--- src/rtl/arb_grant_handshake_pkg.sv ---
// rtl/arb_grant_handshake_pkg.sv - shared readout types and sizing helpers
package arb_grant_handshake_pkg;

    localparam int NUM_PORTS_DEF = 4;

    typedef enum logic [1:0] {
        ST_IDLE = 2'd0,
        ST_SEND = 2'd1,
        ST_ACK  = 2'd2
    } state_e;

    // Address width never collapses to zero, even for one or two ports.
    function automatic int addr_w_f(input int n);
        return (n <= 2) ? 1 : $clog2(n);
    endfunction

endpackage

--- src/rtl/arb_grant_handshake_onehot_to_bin.sv ---
// rtl/arb_grant_handshake_onehot_to_bin.sv - lowest-set-bit encoder with multi-hot flag
module onehot_to_bin
    import arb_grant_handshake_pkg::*;
#(
    parameter int NUM_PORTS = NUM_PORTS_DEF,
    parameter int ADDR_W    = addr_w_f(NUM_PORTS)
) (
    input  logic [NUM_PORTS-1:0] vec_i,
    output logic [ADDR_W-1:0]    bin_o,
    output logic                 multi_hot_o
);

    // Scanning downward lets the lowest set bit overwrite any higher one.
    always_comb begin
        bin_o = '0;
        for (int i = NUM_PORTS - 1; i >= 0; i--) begin
            if (vec_i[i]) begin
                bin_o = ADDR_W'(i);
            end
        end
    end

    assign multi_hot_o = |(vec_i & (vec_i - NUM_PORTS'(1)));

endmodule

--- src/rtl/arb_grant_handshake.sv ---
// rtl/arb_grant_handshake.sv - gates arbiter requests, encodes grant, FIFO handshake and port acknowledge
module arb_grant_handshake
    import arb_grant_handshake_pkg::*;
#(
    parameter int NUM_PORTS = NUM_PORTS_DEF,
    parameter int ADDR_W    = addr_w_f(NUM_PORTS),
    parameter int CNT_W     = 16
) (
    input  logic                 clk_i,
    input  logic                 rst_n_i,
    input  logic [NUM_PORTS-1:0] req_i,
    output logic [NUM_PORTS-1:0] req_arb_o,
    input  logic [NUM_PORTS-1:0] gnt_i,
    output logic [ADDR_W-1:0]    addr_o,
    output logic                 valid_o,
    input  logic                 ready_i,
    output logic [NUM_PORTS-1:0] ack_o,
    output logic                 busy_o,
    output logic [CNT_W-1:0]     evt_cnt_o,
    output logic                 err_o
);

    state_e                 state_q, state_d;
    logic [ADDR_W-1:0]      addr_q, addr_d;
    logic [NUM_PORTS-1:0]   gnt_q, gnt_d;
    logic [CNT_W-1:0]       cnt_q, cnt_d;
    logic                   err_q, err_d;

    logic [ADDR_W-1:0]      enc_bin;
    logic                   enc_multi;
    logic [NUM_PORTS-1:0]   gnt_low;

    onehot_to_bin #(
        .NUM_PORTS (NUM_PORTS),
        .ADDR_W    (ADDR_W)
    ) u_enc (
        .vec_i       (gnt_i),
        .bin_o       (enc_bin),
        .multi_hot_o (enc_multi)
    );

    // Keep only the served bit so ack_o stays one-hot under a malformed grant.
    assign gnt_low = gnt_i & (~gnt_i + NUM_PORTS'(1));

    always_comb begin
        state_d   = state_q;
        addr_d    = addr_q;
        gnt_d     = gnt_q;
        cnt_d     = cnt_q;
        err_d     = err_q;
        req_arb_o = '0;
        unique case (state_q)
            ST_IDLE: begin
                req_arb_o = req_i;
                if (|gnt_i) begin
                    addr_d  = enc_bin;
                    gnt_d   = gnt_low;
                    err_d   = err_q | enc_multi;
                    state_d = ST_SEND;
                end
            end
            ST_SEND: begin
                if (ready_i) begin
                    state_d = ST_ACK;
                end
            end
            ST_ACK: begin
                if (~|(req_i & gnt_q)) begin
                    gnt_d   = '0;
                    cnt_d   = cnt_q + CNT_W'(1);
                    state_d = ST_IDLE;
                end
            end
            default: begin
                state_d = ST_IDLE;
            end
        endcase
    end

    always_ff @(posedge clk_i or negedge rst_n_i) begin
        if (!rst_n_i) begin
            state_q <= ST_IDLE;
            addr_q  <= '0;
            gnt_q   <= '0;
            cnt_q   <= '0;
            err_q   <= 1'b0;
        end else begin
            state_q <= state_d;
            addr_q  <= addr_d;
            gnt_q   <= gnt_d;
            cnt_q   <= cnt_d;
            err_q   <= err_d;
        end
    end

    assign addr_o    = addr_q;
    assign valid_o   = (state_q == ST_SEND);
    assign ack_o     = (state_q == ST_ACK) ? gnt_q : '0;
    assign busy_o    = (state_q != ST_IDLE);
    assign evt_cnt_o = cnt_q;
    assign err_o     = err_q;

endmodule

--- config.mk ---
export PLATFORM = sky130hd
export DESIGN_NAME = arb_grant_handshake
export DESIGN_NICKNAME = d
export VERILOG_FILES = /design/src/rtl/arb_grant_handshake_pkg.sv /design/src/rtl/arb_grant_handshake_onehot_to_bin.sv /design/src/rtl/arb_grant_handshake.sv
export SDC_FILE = /design/constraint.sdc
export NUM_CORES = 1
export LEC_CHECK = 0
export ABC_AREA = 1
export ABC_CLOCK_PERIOD_IN_PS = 3000
export CAP_MARGIN = 40
export CELL_PAD_IN_SITES_DETAIL_PLACEMENT = 1
export CELL_PAD_IN_SITES_GLOBAL_PLACEMENT = 1
export CORE_ASPECT_RATIO = 1.2
export CORE_MARGIN = 3
export CORE_UTILIZATION = 37
export DETAILED_ROUTE_END_ITERATION = 8
export PLACE_DENSITY = 0.81
export SLEW_MARGIN = 15
export SYNTH_ARGS = -nofsm -noshare
export SYNTH_HDL_FRONTEND = slang
export SYNTH_HIERARCHICAL = 1
export SYNTH_SLANG_ARGS = --single-unit
--- constraint.sdc ---
create_clock -name clk_i -period 3 [get_ports clk_i]
set_input_delay 0.3 -clock clk_i [delete_from_list [all_inputs] [get_ports clk_i]]
set_output_delay 0.3 -clock clk_i [all_outputs]
set_load 0.01 [all_outputs]
==> impl_results.md, run 1 <==
- Die W: 64.27 µm
- Yosys warns: 6
- CTS tree: done
- Hold_buf cts: 0
- Adder-cell share of the synthesized area: 0.8299%
- Placed instance area: 0.001951 mm²
- Status: finished, final reports clean
- Pins Over Slew Limit: 0
- Sequential Area: 625.6 µm²
- Crit-path max FO: 5
- Root buffer cell: clkbuf_8
- Most frequent cells after synthesis: nand2_1 (61), dfrtp_1 (25), inv_1 (24), nor2_1 (22), nor2_4 (8)
- DRC: 0
- Post-route ant nets: 0
- Skew-Pair Late Insertion Delay: 280 ps
- Crit path kind: reg2out
- Core area: 0.003784 mm²
- Compound-cell area share of the yosys netlist: 4.066%
- Post-synthesis sequential area ratio: 41.49%
- Top Ports: 40
- DP Cell Count: 282
- Largest area contributor in the netlist: dfrtp_1
- Yosys cell types: 24
- Critical Path, Cell by Cell: nor2_1, inv_1, nor2_1, clkdlybuf4s50_1
- Final cell area excluding filler cells: 0.001997 mm²
- Placer Congestion: 0.8025
- Place WS: 1112 ps
- Main combinational cell family by area after synthesis: simple AND/OR/NAND/NOR gates
- R2R depth: 8
- Vias per cell: 4.724
- Slew @ Worst Pin: 363.4 ps
- Fraction of layout instances using a drive strength above 1: 12.39%
- Via count: 1351
- Antenna diode count: 0
- IO buf count: 39
- CP delay by family, top: buffers and inverters
- Mux share of post-synthesis cell area: 0%
- Detailed-route wire length per cell: 12.77 µm
- R2r endpoint: evt_cnt_o[14]
- GRT overflow: 0
- Max Cap Viol: 0
- Largest net degree at the start of global routing: 26
- CP Depth: 4
- Number of synthesized flops with an enable pin: 0
- Total wire length: 3653 µm
- Post-route minimum period: 2161 ps
- VDD IR-drop max: 345.4 µV
- Syn Inst Count: 191
- Final Hold Viols: 0
- Critical path endpoint category: primary output
- Synthesized area per cell: 7.894 µm²
- Area of the multi-input gates: 760.7 µm²
- Ys flop type: dfrtp_1
- R2r setup slk: 1520 ps
- Slew margin rel.: 75.69%
- Crit share post-route: 72.03%
- Post-Syn Area: 0.001508 mm²
- # rows: 24
- Chip height: 75.93 µm
- CTS resizes: 0
- Num CTS Buffers: 3
- Setup Fix Bufs, Post-CTS: 0
- Initial Util: 39.85%
- Endpoints failing setup: 0
- RSZ-0062 raised after global routing: false
- Synth async-reset ratio: 100.0%
- Synth top area share: 41.49%
- CP bufs+invs: 2
- Setup TNS: 0 ps
- DR iter-0 viols: 41
- Final worst setup slack: 839.2 ps
- Net Count, Synth: 203
- H-tree levels: 1
- Fin nets: 247
- WHS: 379.9 ps
- First-pass GRT wire length: 6541 µm
- Max Fclk: 462.8 MHz
- Clock Path Buffers: 2
- Worst R2R Start: evt_cnt_o[0]
- Tot Pwr: 1.305 mW
- CP Data Required Time: 2700 ps
- Clk sinks: 25
- HP Class: in2async
- CP arrival: 1860 ps
- Gr usage total: 16.81%
- Top-count cell post-synth: nand2_1
- Leak Pwr: 0.8923 nW
- Flops & latches, synth: 25
- Hpwl dp: 2826 µm
- Clock Skews: 7.187 ps
- Slowest stage cell, crit path: clkdlybuf4s50_1
- Non-filler instance count after layout: 286
- Area Overhead vs Synth: 32.45%
- Number of global-route vias before repair: 1446
- Die Area: 0.004880 mm²
- Drt first pass iters: 4
- Fin util: 52.78%
- Startpoint types: flop
- Clock-pin slew on the worst setup and hold paths: 90 ps
- Initial antenna violation count: 0
- Critical path's most frequent cell: nor2_1
- Fill count: 479
- Simple-gate share of the synthesized area: 38.42%
- Largest cells by area after synthesis: dfrtp_1 (41%), nand2_1 (15%), inv_1 (6.0%)
- Crit-path max cell delay: 540 ps
- Post-Synth XOR/XNOR Area: 7.137%
- Power Density: 653.6 mW/mm²
registers in the layout (all words and copies together), names as in the netlist:
name,count
addr_o,2
state_q,2
evt_cnt_o,16
err_o,1
gnt_q,4
cell type report:
| class | count | area share (%) |
|---|---|---|
| clock buffer | 3 | 2.068 |
| timing repair buffer | 40 | 19.92 |
| multi-input combinational | 138 | 38.10 |
| tap | 52 | 3.258 |
| sequential | 25 | 31.33 |
| clock inverter | 1 | 0.2506 |
| inverter | 27 | 5.075 |
kinds of logic after synthesis:
family | after synthesis
AND/OR/NAND/NOR | 118
adder cells (fa/ha/maj) | 1
buffers and inverters | 28
XOR/XNOR | 8
flip-flops | 25
AO/OA/AOI/OAI | 11
metal layers:
layer	routed length, µm	vias to the layer above	track usage (%)	part of all wire [%]
met1	1520	641	19.89	42
met2	1876	38	29.34	51
met4	61	0	6.554	1.7
li1	-	667	-	-
met5	0	-	0	0
met3	195	5	3.402	5.3
cell usage in the layout, fill, tap and decap left out, types with 2 or more instances in the layout:
master / instances
nor2_1: 22
nand3b_1: 4
nor2_4: 8
nor2_2: 3
nand4_1: 3
xor2_2: 5
o21ai_1: 4
clkdlybuf4s50_1: 39
o21ai_0: 4
xor2_1: 3
dfrtp_1: 25
nand2_1: 61
inv_2: 3
inv_1: 24
nand2_2: 2
nor3_1: 5
nand3_1: 7
clkbuf_8: 3
power breakdown:
group / total, mW / leakage, nW / switching [mW] / internal, mW
sequential: 0.500 / 0.328 / 0.0836 / 0.416
combinational: 0.599 / 0.539 / 0.336 / 0.263
clock: 0.206 / 0.0255 / 0.113 / 0.0932
total: 1.31 / 0.892 / 0.532 / 0.773
how the worst max path moves through the flow:
stage,startpoint,end
after floorplan,evt_cnt_o[0],evt_cnt_o[14]
after CTS,state_q[0],req_arb_o[3]
final,state_q[0],req_arb_o[3]
after detailed placement,state_q[0],req_arb_o[3]
after global routing,state_q[0],req_arb_o[3]
after global placement,state_q[0],req_arb_o[0]
(Power assumes the default switching activity.)
==> run 2: changes to the inputs <==
ABC_CLOCK_PERIOD_IN_PS = 1950   (was 3000)
CORE_UTILIZATION = 31   (was 37)
PLACE_DENSITY = 0.72   (was 0.81)
clock period = 1.95 ns   (was 3 ns; I/O delays follow)
==> impl_results.md, run 2 (synthesis gave the netlist of run 1 again) <==
- Antenna diode count: 0
- Detailed-route wire length per cell: 12.47 µm
- CP arrival: 1630 ps
- Slew margin rel.: 77.98%
- Setup TNS: 0 ps
- Vias per cell: 4.539
- Core area: 0.004628 mm²
- Post-route ant nets: 0
- Post-route minimum period: 1825 ps
- # rows: 27
- Crit-path max FO: 7
- Gr usage total: 14.35%
- Area Overhead vs Synth: 35.52%
- Endpoints failing setup: 0
- Largest net degree at the start of global routing: 26
- WHS: 267.5 ps
- Crit path kind: reg2out
- Placer Congestion: 0.7603
- Commonest non-fill, non-tap cell in the layout: nand2_1
- Power Density: 1013 mW/mm²
- VDD IR-drop max: 404.9 µV
- Hold_buf cts: 0
- Final Hold Viols: 0
- Num CTS Buffers: 3
- RSZ-0062 raised after global routing: false
- Tot Pwr: 2.070 mW
- Total wire length: 3704 µm
- Drt first pass iters: 4
- Initial antenna violation count: 0
- Slew @ Worst Pin: 330.3 ps
- Most frequent cells in the layout: nand2_1 (61), clkdlybuf4s50_1 (39), dfrtp_1 (25), inv_1 (23), nor2_1 (21)
- Pins Over Slew Limit: 0
- Max FFs per register: 16
- Skew-Pair Late Insertion Delay: 280 ps
- Clock Skews: 4.647 ps
- HP Class: in2async
- DR iter-0 viols: 28
- Critical path endpoint category: primary output
- Leak Pwr: 0.9148 nW
- First-pass GRT wire length: 6555 µm
- Max Cap Viol: 0
- Crit share post-route: 93.58%
- Clock-pin slew on the worst setup and hold paths: 90 ps
- Fin util: 44.15%
- CP Data Required Time: 1750 ps
- H-tree levels: 1
- DRC: 0
- IO buf count: 39
- Status: finished, final reports clean
- Clock Path Buffers: 2
- Die Area: 0.005740 mm²
- Number of global-route vias before repair: 1426
- Fraction of layout instances using a drive strength above 1: 14.64%
- Max Fclk: 548.0 MHz
- Fill count: 567
- Hpwl dp: 2899 µm
- Via count: 1348
- Root buffer cell: clkbuf_8
- Initial Util: 32.58%
- Startpoint types: flop
- GRT overflow: 0
- CTS tree: done
- Clk sinks: 25
- Fin nets: 252
- Die W: 69.66 µm
- Top Ports: 40
- Chip height: 82.40 µm
## run 2: area by class of cell
cell class | count | area [µm²] | area share [%]
Clock buffer | 4 | 45.04 | 2.205
Inverter | 27 | 101.3 | 4.960
Multi-Input combinational cell | 138 | 763.2 | 37.35
Sequential cell | 25 | 625.6 | 30.62
Tap cell | 58 | 72.57 | 3.552
Timing Repair Buffer | 45 | 435.4 | 21.31
## run 2: through the flow
| step | cells | cell area [µm²] | worst slack [ps] |
|---|---|---|---|
| 3_3_place_gp | 290 | 1973 | 336.4 |
| 2_1_floorplan | 191 | 1508 | 586.2 |
| 5_1_grt | 297 | 2043 | 5.175 |
| 4_1_cts | 294 | 2018 | 22.21 |
| 3_5_place_dp | 290 | 1973 | 282.3 |
| 6_report | 297 | 2043 | 125.2 |
## run 2: where the power goes
part           internal (mW)  total [mW]  switching [mW]
Sequential             0.640       0.777           0.137
Clock                  0.147       0.321           0.174
Combinational          0.453       0.972           0.519
## run 2: timing repair
item | CTS | global route
buffers inserted | 0 | 3
endpoints found under the setup margin | 0 | 7
resized for setup | 0 | 2
hold endpoints to repair | 0 | 0
## run 2: worst paths after layout
kind	start	endpoint	slack [ps]	cells after the start
worst min-delay path	rst_n_i	evt_cnt_o[8]	270	2
max in group asynchronous	rst_n_i	gnt_q[2]	1430	2
min in group clk_i	addr_o[1]	addr_o[1]	480	2
worst max register to register	evt_cnt_o[0]	evt_cnt_o[12]	480	8
worst min register to register	addr_o[1]	addr_o[1]	480	2
worst max-delay path	state_q[1]	ack_o[2]	130	5
## run 2: metal layers
metal | up-vias | GRT usage, % | routed length [µm]
li1 | 677 | - | -
met2 | 36 | 24.90 | 1733
met5 | - | 0 | 0
met1 | 628 | 17.07 | 1697
met3 | 7 | 2.906 | 194
met4 | 0 | 7.280 | 78
## run 2: critical path: stages (launching register included)
cell	delay, ps
dfrtp_1	440
inv_2	70
nor2_4	130
inv_2	80
nor2_1	90
clkdlybuf4s50_1	540
==> run 3: changes to the inputs <==
PLACE_DENSITY = not set   (was 0.72)
PLACE_DENSITY_LB_ADDON = 0.1   (was not set)
==> impl_results.md, run 3 (synthesis gave the netlist of run 1 again) <==
- Max Cap Viol: 0
- Placed instance area: 0.001973 mm²
- Critical Path, Cell by Cell: nor2_2, inv_1, nor2_1, clkdlybuf4s50_1
- Clk sinks: 25
- Number of global-route vias before repair: 1505
- Die Area: 0.005740 mm²
- Startpoint types: flop
- GRT overflow: 0
- Crit-path max FO: 5
- Post-route minimum period: 1835 ps
- HP Class: in2async
- Setup TNS: 0 ps
- Slew margin rel.: 77.51%
- CP arrival: 1640 ps
- Crit path kind: reg2out
- Fin nets: 251
- Area Overhead vs Synth: 35.27%
- Fill count: 564
- Slew @ Worst Pin: 337.4 ps
- CP Data Required Time: 1750 ps
- Largest net degree at the start of global routing: 26
- Post-route ant nets: 0
- Clock Path Buffers: 2
- Skew-Pair Late Insertion Delay: 280 ps
- WHS: 285.5 ps
- Drt first pass iters: 4
- RSZ-0062 raised after global routing: false
- H-tree levels: 1
- VDD IR-drop max: 446.3 µV
- Vias per cell: 4.581
- Hpwl dp: 3136 µm
- Endpoints failing setup: 0
- Final cell area excluding filler cells: 0.002039 mm²
- Critical path endpoint category: primary output
- Chip height: 82.40 µm
- Most frequent cells in the layout: nand2_1 (61), clkdlybuf4s50_1 (39), dfrtp_1 (25), inv_1 (23), nor2_1 (21)
- Placer Congestion: 0.7427
- Worst R2R Start: evt_cnt_o[0]
- Sequential Area: 625.6 µm²
- Detailed-route wire length per cell: 13.18 µm
- Via count: 1356
- Crit-path max cell delay: 550 ps
- Die W: 69.66 µm
- Clock Skews: 13.69 ps
- Core area: 0.004628 mm²
- Num CTS Buffers: 3
- Root buffer cell: clkbuf_8
- DRC: 0
- Clock-pin slew on the worst setup and hold paths: 100 ps
- DR iter-0 viols: 31
- Final Hold Viols: 0
- Commonest non-fill, non-tap cell in the layout: nand2_1
- Status: finished, final reports clean
- Max FFs per register: 16
- Slowest stage cell, crit path: clkdlybuf4s50_1
- Fraction of layout instances using a drive strength above 1: 14.71%
- Initial Util: 32.58%
- First-pass GRT wire length: 6962 µm
- Leak Pwr: 0.9091 nW
- Top Ports: 40
- Critical path origin: state_q[1]
- IO buf count: 39
- Crit share post-route: 94.10%
- Total wire length: 3900 µm
- Max Fclk: 545.0 MHz
- Initial antenna violation count: 0
- Gr usage total: 14.85%
- Area of the multi-input gates: 763.2 µm²
- Pins Over Slew Limit: 0
- Power Density: 1012 mW/mm²
- # rows: 27
- Antenna diode count: 0
- CTS tree: done
run 3: power breakdown:
group	internal, mW	total, mW	leakage (nW)	switching (mW)
sequential	0.640	0.772	0.328	0.132
combinational	0.441	0.969	0.559	0.528
clock	0.145	0.322	0.0217	0.177
total	1.23	2.06	0.909	0.837
run 3: worst max-delay path: cells and delay by family (launching register included):
| family | cells | cell delay, ps |
|---|---|---|
| flip-flops | 1 | 450 |
| buffers and inverters | 2 | 650 |
| AND/OR/NAND/NOR | 2 | 270 |
run 3: path summary, 6_finish.rpt:
kind / to / slack [ps] / depth (start not counted)
max: req_arb_o[3] / 120 / 4
min: evt_cnt_o[10] / 290 / 2
max reg2reg: evt_cnt_o[14] / 420 / 8
min reg2reg: addr_o[1] / 490 / 2
max in group asynchronous: err_o / 1400 / 2
min in group clk_i: addr_o[1] / 490 / 2
run 3: timing repair:
item	4_1_cts	5_1_grt
buffers inserted	0	2
resized for setup	1	1
endpoints found under the hold margin	0	0
gates cloned	0	0
endpoints found under the setup margin	4	7
hold buffers	0	0
run 3: metal layers:
metal  up-vias  global-route usage (%)  part of all wire, %
li1        680                       -                    -
met1       647                   16.40                   40
met2        25                   29.68                   56
met3         4                   2.300                  3.6
met4         0                   4.023                 0.95
met5         -                       0                    0
run 3: metrics by stage:
| stage | utilization, % | setup WS (ps) | instances | total power, mW |
|---|---|---|---|---|
| floorplan | - | 586.2 | 191 | 1.314 |
| global placement | 42.63 | 342.4 | 290 | 1.716 |
| detailed placement | 42.63 | 210.6 | 290 | 1.743 |
| CTS | 43.69 | 27.83 | 294 | 2.080 |
| global route | 44.07 | 28.22 | 296 | 2.245 |
| finish | 44.07 | 115.1 | 296 | 2.063 |
run 3: area by class of cell:
cell class	instances	share of cell area, %
tap	58	3.558
timing repair buffer	44	20.98
sequential	25	30.67
clock buffer	3	2.025
clock inverter	1	0.3681
inverter	27	4.969
multi-input combinational	138	37.42
